<file path="config.mk">
export PLATFORM = sky130hd
export DESIGN_NAME = uart_rx_fifo
export DESIGN_NICKNAME = d
export VERILOG_FILES = /design/src/rtl/uart_rx_fifo.sv
export SDC_FILE = /design/constraint.sdc
export NUM_CORES = 1
export LEC_CHECK = 0
export ABC_AREA = 1
export ABC_CLOCK_PERIOD_IN_PS = 3120
export BUFFER_PORTS_ARGS = -buffer_cell sky130_fd_sc_hd__buf_2
export CORE_MARGIN = 2
export CORE_UTILIZATION = 61
export DETAILED_ROUTE_END_ITERATION = 8
export GPL_TIMING_DRIVEN = 1
export PLACE_DENSITY = 0.88
export SLEW_MARGIN = 20
export SYNTH_ARGS = -nofsm -noshare
export SYNTH_HDL_FRONTEND = slang
export SYNTH_SLANG_ARGS = --single-unit
</file>
<file path="constraint.sdc">
create_clock -name clk -period 3.12 [get_ports clk]
set_input_delay 0.312 -clock clk [delete_from_list [all_inputs] [get_ports clk]]
set_output_delay 0.312 -clock clk [all_outputs]
set_load 0.03 [all_outputs]
</file>
<file path="src/rtl/uart_rx_fifo.sv">
// uart_rx_fifo: UART receive front-end with a show-ahead byte FIFO.
// Synchronizes uart_rx, deserializes 8N1 frames sampled at mid-bit and
// buffers received bytes for a read-strobe consumer with sticky error flags.
// Optional build macro UART_RX_PARITY_EN switches to 8E1 frames, adds a
// PARITY state and the sticky parity_err output; bytes with bad parity are
// dropped.
module uart_rx_fifo #(
   parameter int CLKS_PER_BIT = 434,
   parameter int FIFO_DEPTH   = 8,
   parameter int CNT_W        = 4
) (
   input  logic             clk,
   input  logic             reset,
   input  logic             uart_rx,
   input  logic             rd_en,
   input  logic             err_clr,
   output logic [7:0]       rd_data,
   output logic             rx_valid,
   output logic [CNT_W-1:0] fifo_count,
   output logic             frame_err,
   output logic             overrun_err
`ifdef UART_RX_PARITY_EN
   ,
   output logic             parity_err
`endif
);

   localparam int               PTR_W     = $clog2(FIFO_DEPTH);
   localparam logic [15:0]      BIT_LAST  = 16'(CLKS_PER_BIT - 1);
   localparam logic [15:0]      HALF_LAST = 16'(CLKS_PER_BIT / 2 - 1);
   localparam logic [CNT_W-1:0] FULL_CNT  = CNT_W'(FIFO_DEPTH);

   typedef enum logic [2:0] {
      IDLE,
      START,
      DATA,
      STOP,
      WAIT_HIGH
`ifdef UART_RX_PARITY_EN
      ,
      PARITY
`endif
   } state_t;

   state_t           state;
   logic             sync_p0;
   logic             rxs;
   logic [15:0]      baud_cnt;
   logic [2:0]       bit_cnt;
   logic [7:0]       shift_reg;
   logic             baud_done;
   logic             data_tick;
   logic             stop_tick;
   logic             push;
   logic             frame_evt;
   logic             do_pop;
   logic             do_push;
   logic             overrun_evt;
   logic             full;
   logic [PTR_W-1:0] wr_ptr;
   logic [PTR_W-1:0] rd_ptr;
   logic [7:0]       mem [FIFO_DEPTH];

`ifdef UART_RX_PARITY_EN
   logic par_bit;
   logic par_tick;
   logic par_evt;

   assign par_tick = (state == PARITY) && baud_done;
   // Even parity: data bits XOR parity bit must be zero.
   assign par_evt  = stop_tick && ((^shift_reg) ^ par_bit);
   assign push     = stop_tick && rxs && !par_evt;
`else
   assign push     = stop_tick && rxs;
`endif

   assign baud_done = (baud_cnt == BIT_LAST);
   assign data_tick = (state == DATA) && baud_done;
   assign stop_tick = (state == STOP) && baud_done;
   assign frame_evt = stop_tick && !rxs;

   // A pop on an empty FIFO is ignored; a push into a full FIFO succeeds
   // only when a pop frees the head slot in the same cycle.
   assign full        = (fifo_count == FULL_CNT);
   assign rx_valid    = (fifo_count != '0);
   assign do_pop      = rd_en && rx_valid;
   assign do_push     = push && (!full || do_pop);
   assign overrun_evt = push && full && !do_pop;
   assign rd_data     = rx_valid ? mem[rd_ptr] : 8'h00;

   // Two-flop synchronizer, preset to the idle (high) line level.
   always_ff @(posedge clk) begin
      if (reset) begin
         sync_p0 <= 1'b1;
         rxs     <= 1'b1;
      end else begin
         sync_p0 <= uart_rx;
         rxs     <= sync_p0;
      end
   end

   // Frame FSM: start-bit qualification at half a bit, then one sample per bit.
   always_ff @(posedge clk) begin
      if (reset) begin
         state    <= IDLE;
         baud_cnt <= '0;
         bit_cnt  <= '0;
      end else begin
         case (state)
            IDLE: begin
               baud_cnt <= '0;
               bit_cnt  <= '0;
               if (!rxs) state <= START;
            end
            START: begin
               if (baud_cnt == HALF_LAST) begin
                  baud_cnt <= '0;
                  state    <= rxs ? IDLE : DATA;
               end else begin
                  baud_cnt <= baud_cnt + 16'd1;
               end
            end
            DATA: begin
               if (baud_done) begin
                  baud_cnt <= '0;
                  bit_cnt  <= bit_cnt + 3'd1;
                  if (bit_cnt == 3'd7) begin
`ifdef UART_RX_PARITY_EN
                     state <= PARITY;
`else
                     state <= STOP;
`endif
                  end
               end else begin
                  baud_cnt <= baud_cnt + 16'd1;
               end
            end
`ifdef UART_RX_PARITY_EN
            PARITY: begin
               if (baud_done) begin
                  baud_cnt <= '0;
                  state    <= STOP;
               end else begin
                  baud_cnt <= baud_cnt + 16'd1;
               end
            end
`endif
            STOP: begin
               if (baud_done) begin
                  baud_cnt <= '0;
                  state    <= rxs ? IDLE : WAIT_HIGH;
               end else begin
                  baud_cnt <= baud_cnt + 16'd1;
               end
            end
            WAIT_HIGH: begin
               // Hold off until the line returns high so a break is not
               // taken as a stream of zero frames.
               if (rxs) state <= IDLE;
            end
            default: state <= IDLE;
         endcase
      end
   end

   // Data bits shift in LSB first; this register carries no reset.
   always_ff @(posedge clk) begin
      if (data_tick) shift_reg <= {rxs, shift_reg[7:1]};
   end

`ifdef UART_RX_PARITY_EN
   // Capture the parity bit at its mid-bit sample.
   always_ff @(posedge clk) begin
      if (par_tick) par_bit <= rxs;
   end
`endif

   // FIFO storage write; contents are not reset, only the pointers are.
   always_ff @(posedge clk) begin
      if (do_push) mem[wr_ptr] <= shift_reg;
   end

   // FIFO pointers and occupancy; pointers wrap naturally at FIFO_DEPTH.
   always_ff @(posedge clk) begin
      if (reset) begin
         wr_ptr     <= '0;
         rd_ptr     <= '0;
         fifo_count <= '0;
      end else begin
         if (do_push) wr_ptr <= wr_ptr + 1'b1;
         if (do_pop)  rd_ptr <= rd_ptr + 1'b1;
         case ({do_push, do_pop})
            2'b10:   fifo_count <= fifo_count + 1'b1;
            2'b01:   fifo_count <= fifo_count - 1'b1;
            default: fifo_count <= fifo_count;
         endcase
      end
   end

   // Sticky error flags; a new event in the clearing cycle keeps the flag set.
   always_ff @(posedge clk) begin
      if (reset) begin
         frame_err   <= 1'b0;
         overrun_err <= 1'b0;
`ifdef UART_RX_PARITY_EN
         parity_err  <= 1'b0;
`endif
      end else begin
         if (frame_evt)    frame_err <= 1'b1;
         else if (err_clr) frame_err <= 1'b0;
         if (overrun_evt)  overrun_err <= 1'b1;
         else if (err_clr) overrun_err <= 1'b0;
`ifdef UART_RX_PARITY_EN
         if (par_evt)      parity_err <= 1'b1;
         else if (err_clr) parity_err <= 1'b0;
`endif
      end
   end

endmodule
</file>
== Yosys cells after proc, flatten, opt, wreduce, memory -nomap -nowiden ==
Memory sizes are Yosys's and may differ from the RTL's. A register that Yosys moved wholly into a read port is not among the register bits.
Cells that the tools add are included.
W data, S select, Z words.

* Bits in registers: 44
* Latch bits: 0
* RAM bits: 64
* ROM bits: 0
* Input port bits: 5
* Output and inout bits: 15
* Word-level logic and storage cells: 79
* Memories: 1

{| class="wikitable"
|+ Memories
! memory !! depth !! width !! rd ports !! clocked after memory_dff !! write ports !! RTL line !! source
|-
| mem || 8 || 8 || 1 || 1 || 1 || 62 || <nowiki>logic [7:0] mem [FIFO_DEPTH];</nowiki>
|}

* $add $sub $neg: 6
* Multiply operators: 0
* Divide/modulo/power cells: 0
* Magnitude comparators: 0
* Eq/ne operators: 16
* Shifts and indexed selects: 0
* Multiplexer cells: 23
* Bitwise gates (word level): 0
* Reduce and logical (&&, ||, !) cells: 22

{| class="wikitable"
|+ Operator list
! operator !! count
|-
| $pmux W16 S3 || 1
|-
| $mux W16 || 2
|-
| $mux W3 || 10
|-
| $add A16 B1 Y16 const B || 1
|-
| $eq A16 B8 Y1 const B || 1
|-
| $eq A16 B9 Y1 const B || 1
|-
| $pmux W3 S5 || 1
|-
| $ne A2 B2 Y1 const B || 5
|-
| $add A3 B1 Y3 const B || 3
|-
| $logic_and A1 B1 Y1 || 8
|-
| $mux W8 || 1
|-
| $pmux W4 S2 || 1
|-
| $reduce_bool A2 Y1 || 4
|-
| $eq A3 B2 Y1 const B || 2
|-
| $eq A3 B3 Y1 const B || 2
|-
| $pmux W3 S2 || 1
|-
| $reduce_and A6 Y1 || 1
|-
| $mux W1 || 5
|-
| $add A4 B1 Y4 const B || 1
|-
| $eq A4 B4 Y1 const B || 1
|-
| $reduce_bool A4 Y1 || 1
|-
| $sub A4 B1 Y4 const B || 1
|-
| $eq A3 B1 Y1 const B || 1
|-
| $logic_not A1 Y1 || 3
|-
| other kinds (9) || 9
|}

== Longest topological paths before layout ==
* Depth in word-level cells: 6
* Mapped depth: 15
* Gate-level depth less buffers: 15

== Least setup slack after synthesis ==
No wires, ideal clock.

* Kind: register to register
* Start point: register baud_cnt[0]
* End point: memory mem[0][0], enable pin
* Data arrival time: 2,007 ps
* Data required time: 2,737 ps
* Path slack: 729 ps
* Stages on the path, launching flop included: 9
* Buffers on the path: 0
* Cell sequence: dfxtp_1 ha_1 nand3_1 nor2_2 nand4_4 nor2_4 inv_2 or2_4 nor3_1

* Cells in the longest elaborated chain, start to end: 6

{| class="wikitable"
|+ Ends and longest elaborated chain
! element !! RTL line !! source
|-
| start, declared || 48 || <nowiki>logic [15:0] baud_cnt;</nowiki>
|-
| start signal, assigned || 120 || <nowiki>baud_cnt <= baud_cnt + 16'd1;</nowiki>
|-
| start signal, assigned || 135 || <nowiki>baud_cnt <= baud_cnt + 16'd1;</nowiki>
|-
| start signal, assigned || 153 || <nowiki>baud_cnt <= baud_cnt + 16'd1;</nowiki>
|-
| $eq A16 B9 Y1 || 77 || <nowiki>assign baud_done = (baud_cnt == BIT_LAST);</nowiki>
|-
| $logic_and A1 B1 Y1 || 79 || <nowiki>assign stop_tick = (state == STOP) && baud_done;</nowiki>
|-
| $logic_and A1 B1 Y1 || 74 || <nowiki>assign push = stop_tick && rxs;</nowiki>
|-
| $logic_and A1 B1 Y1 || 87 || <nowiki>assign do_push = push && (!full || do_pop);</nowiki>
|-
| $mux W1 || 180 || <nowiki>if (do_push) mem[wr_ptr] <= shift_reg;</nowiki>
|-
| $mux W1 (implied by the code) || 180 ||
|-
| end, declared || 62 ||
|}

No other way between the ends.

==> out/qor.txt <==
min-delay src: uart_rx
kind of critical path: reg -> out
Final setup violation count: 0
Core Area: 7730 µm²
Post-CTS Resized: 0
nature of the critical path endpoint: output port
Worst-Skew Late Latency: 370 ps
1st-iter DRT viols: 368
I/O pin total: 20
FF+latch count, synth: 111
Hold EP: sync_p0
Syn Area/Cell: 9.60 µm²
Post-Route M1 WL: 4200 µm
Total Routed Length: 10500 µm
CTS Buf Count: 9
DIE AREA: 8690 µm²
most used cell along the critical path: o21ai_0
ys flop type: edfxtp_1
post-synth cell types: 40
Ys Warns: 0
switching power total: 1.58 mW
TritonCTS clock tree: yes
RePlAce Congestion: 0.906
Tmin final: 2520 ps
initial antenna violation count: 0
first-pass GRT wire length: 17000 µm
Die Span Y: 93.2 µm
Remaining DRCs: 0
LEAKAGE: 2.00 nW
Slew headroom: 46.5%
Hold Crit Class: in -> reg
Post-CTS Hold Fix Bufs: 0
Max Used Layer: met4
CP required: 2810 ps
R2R depth: 9
EDFF count, synth: 72
hold depth: 2
grt total ovfl: 0
Antenna Cells: 0
port bufs: 19
flop-to-flop setup slack: 820 ps
Crit path max-delay family: buffers and inverters
RSZ-0062 raised after global routing: false
RR Endpoint: mem[6][6]
switching share of power: 39.7%
Final Hold Violating Endpoints: 0
R2R Path Start: baud_cnt[0]
crit path buf inv count: 3
Tot GR Track Use: 25.8%
Routed Antenna Nets: 0
post-CTS setup buffer count: 0
critical path startpoint category: register
sequential share of the synthesized area: 60.6%
Placed Instances: 622
Cell Pwr Density: 750 nW/µm²
Clock Path Buffers: 2
CTS root buf: clkbuf_8
H-tree levels: 3
clock skew: 10.7 ps
vias in the first global route: 3506
fmax: 0.396 GHz
Post-Syn Area: 4860 µm²
post-synth net total: 519
Worst Max-Slew Pin Slew: 801 ps
Gate Count Post-Synth: 506
Vias: 3646
largest net degree at the start of global routing: 33
status: finished clean
Initial Utilization: 62.9%
crit-path max cell delay: 420 ps
drt pass-1 iters: 5
ys async rst share: 0%
met2 wire len: 5560 µm
nets@finish: 544
part of the power in registers: 43.0%
Pint: 2.40 mW
Critical Path, Cell by Cell: buf_4 -> inv_1 -> o21ai_0 -> o22ai_1 -> o21ai_0 -> a31oi_1 -> buf_2
maxcap violations: 0
worst vdd ir: 0.367 mV
Clk pwr share: 22.5%
Synth-to-Final Area Change: 9.12%
crit path DAT: 2210 ps
die width: 93.2 µm
Worst-path clk slew: 110 ps
layout cells sized above 1: 12.1%
Slowest cell on crit path: inv_1
Clock Sinks: 111
wire length on met3: 532 µm
HPWL after DPL: 7220 µm
wire per inst: 16.4 µm
Final Cycle Share: 80.9%
Comb pwr share: 34.6%
Max Slew Vio Count: 0
vias per inst: 5.71
Setup TNS: 0 ps
placement row count: 32
Max FO, Critical Path: 17
Finished Layout Cells: 638
Largest register FFs: 64
## cells by family (layout without fill, tap and decap cells)
kind of cell               after synthesis  count (layout)  share of synthesized area, %
and+or+nand+nor                        210             210                          19.0
buffers and inverters                   60              90                          4.84
adders and majority gates                8               8                          2.06
xor gates and xnor gates                 4               4                         0.721
DFF                                    111             111                          60.6
AOI/OAI and AO/OA                      113             113                          12.8
## synth_stat cells, drive strengths merged, types with 2 or more instances
cell / n / area (µm²)
ha: 8 / 100
nor3: 15 / 91.3
a211oi: 2 / 15.0
nand3: 14 / 70.1
a31oi: 9 / 56.3
xor2: 2 / 17.5
edfxtp: 72 / 2160
o22ai: 8 / 50.1
dfxtp: 39 / 781
nand4: 7 / 58.8
o21ai: 60 / 300
a21oi: 25 / 125
clkbuf: 13 / 48.8
buf: 2 / 16.3
or2: 3 / 21.3
inv: 44 / 165
xnor2: 2 / 17.5
o211ai: 3 / 22.5
nand2: 77 / 299
nor2: 91 / 362
## per-layer routing
layer | vias up | global-route usage [%]
met4 | 0 | 6.86
met5 | - | 0
met1 | 1725 | 30.1
met2 | 118 | 49.2
li1 | 1789 | -
met3 | 14 | 3.87
## layout make-up
| cell class | count | area, µm² |
|---|---|---|
| sequential | 111 | 2940 |
| fill | 569 | 2430 |
| multi-input combinational | 335 | 1680 |
| timing repair buffer | 29 | 170 |
| inverter | 45 | 170 |
| tap | 102 | 128 |
| clock buffer | 9 | 124 |
| clock inverter | 7 | 86.3 |
## placed cells by master (no fill, tap or decap), types with 5 or more instances in the layout
| cell type | count |
|---|---|
| nor2_1 | 85 |
| nand2_1 | 73 |
| edfxtp_1 | 72 |
| o21ai_0 | 59 |
| inv_1 | 42 |
| dfxtp_1 | 39 |
| a21oi_1 | 25 |
| buf_2 | 19 |
| nand3_1 | 14 |
| nor3_1 | 13 |
| buf_4 | 10 |
| a31oi_1 | 9 |
| clkbuf_8 | 9 |
| o22ai_1 | 8 |
| ha_1 | 8 |
| nand4_1 | 6 |
| nor2_2 | 5 |
## per-stage QoR
stage / power (mW) / hold WS (ps) / cell area (µm²) / util (%) / setup slack [ps]
finish: 3.98 / 129 / 5300 / 68.6 / 596
CTS: 3.98 / 116 / 5300 / 68.6 / 598
global route: 4.21 / 120 / 5300 / 68.6 / 371
floorplan: 2.75 / 389 / 4860 / - / 729
global placement: 3.02 / 394 / 5090 / 65.9 / 1010
detailed placement: 3.09 / 401 / 5090 / 65.9 / 862
## worst reg2reg max path, stage by stage (launching register included)
cell and delay (ps):
dfxtp_1 460, ha_1 190, nand3_1 90, nor2_2 200, nand4_4 160, nor2_4 180, inv_2 70, or2_4 250
nor3_1 190, buf_4 220
## worst max path at each step
stage / from / end / slack (ps) / cells after the start
after floorplan: baud_cnt[0] / mem[0][0] / 730 / 8
after global placement: baud_cnt[0] / mem[0][3] / 1010 / 9
after detailed placement: baud_cnt[0] / mem[6][5] / 860 / 9
after CTS: register / rd_data[0] / 600 / 6
after global routing: register / rd_data[0] / 370 / 6
final: register / rd_data[3] / 600 / 7
## power by group through the flow
stage / clock [mW] / sequential (mW) / combinational [mW]
finish: 0.893 / 1.71 / 1.38
global route: 0.966 / 1.72 / 1.52
CTS: 0.908 / 1.71 / 1.37
detailed placement: 0 / 1.74 / 1.36
global placement: 0 / 1.73 / 1.29
floorplan: 0 / 1.74 / 1.01
Power figures use the tool's default switching activity.
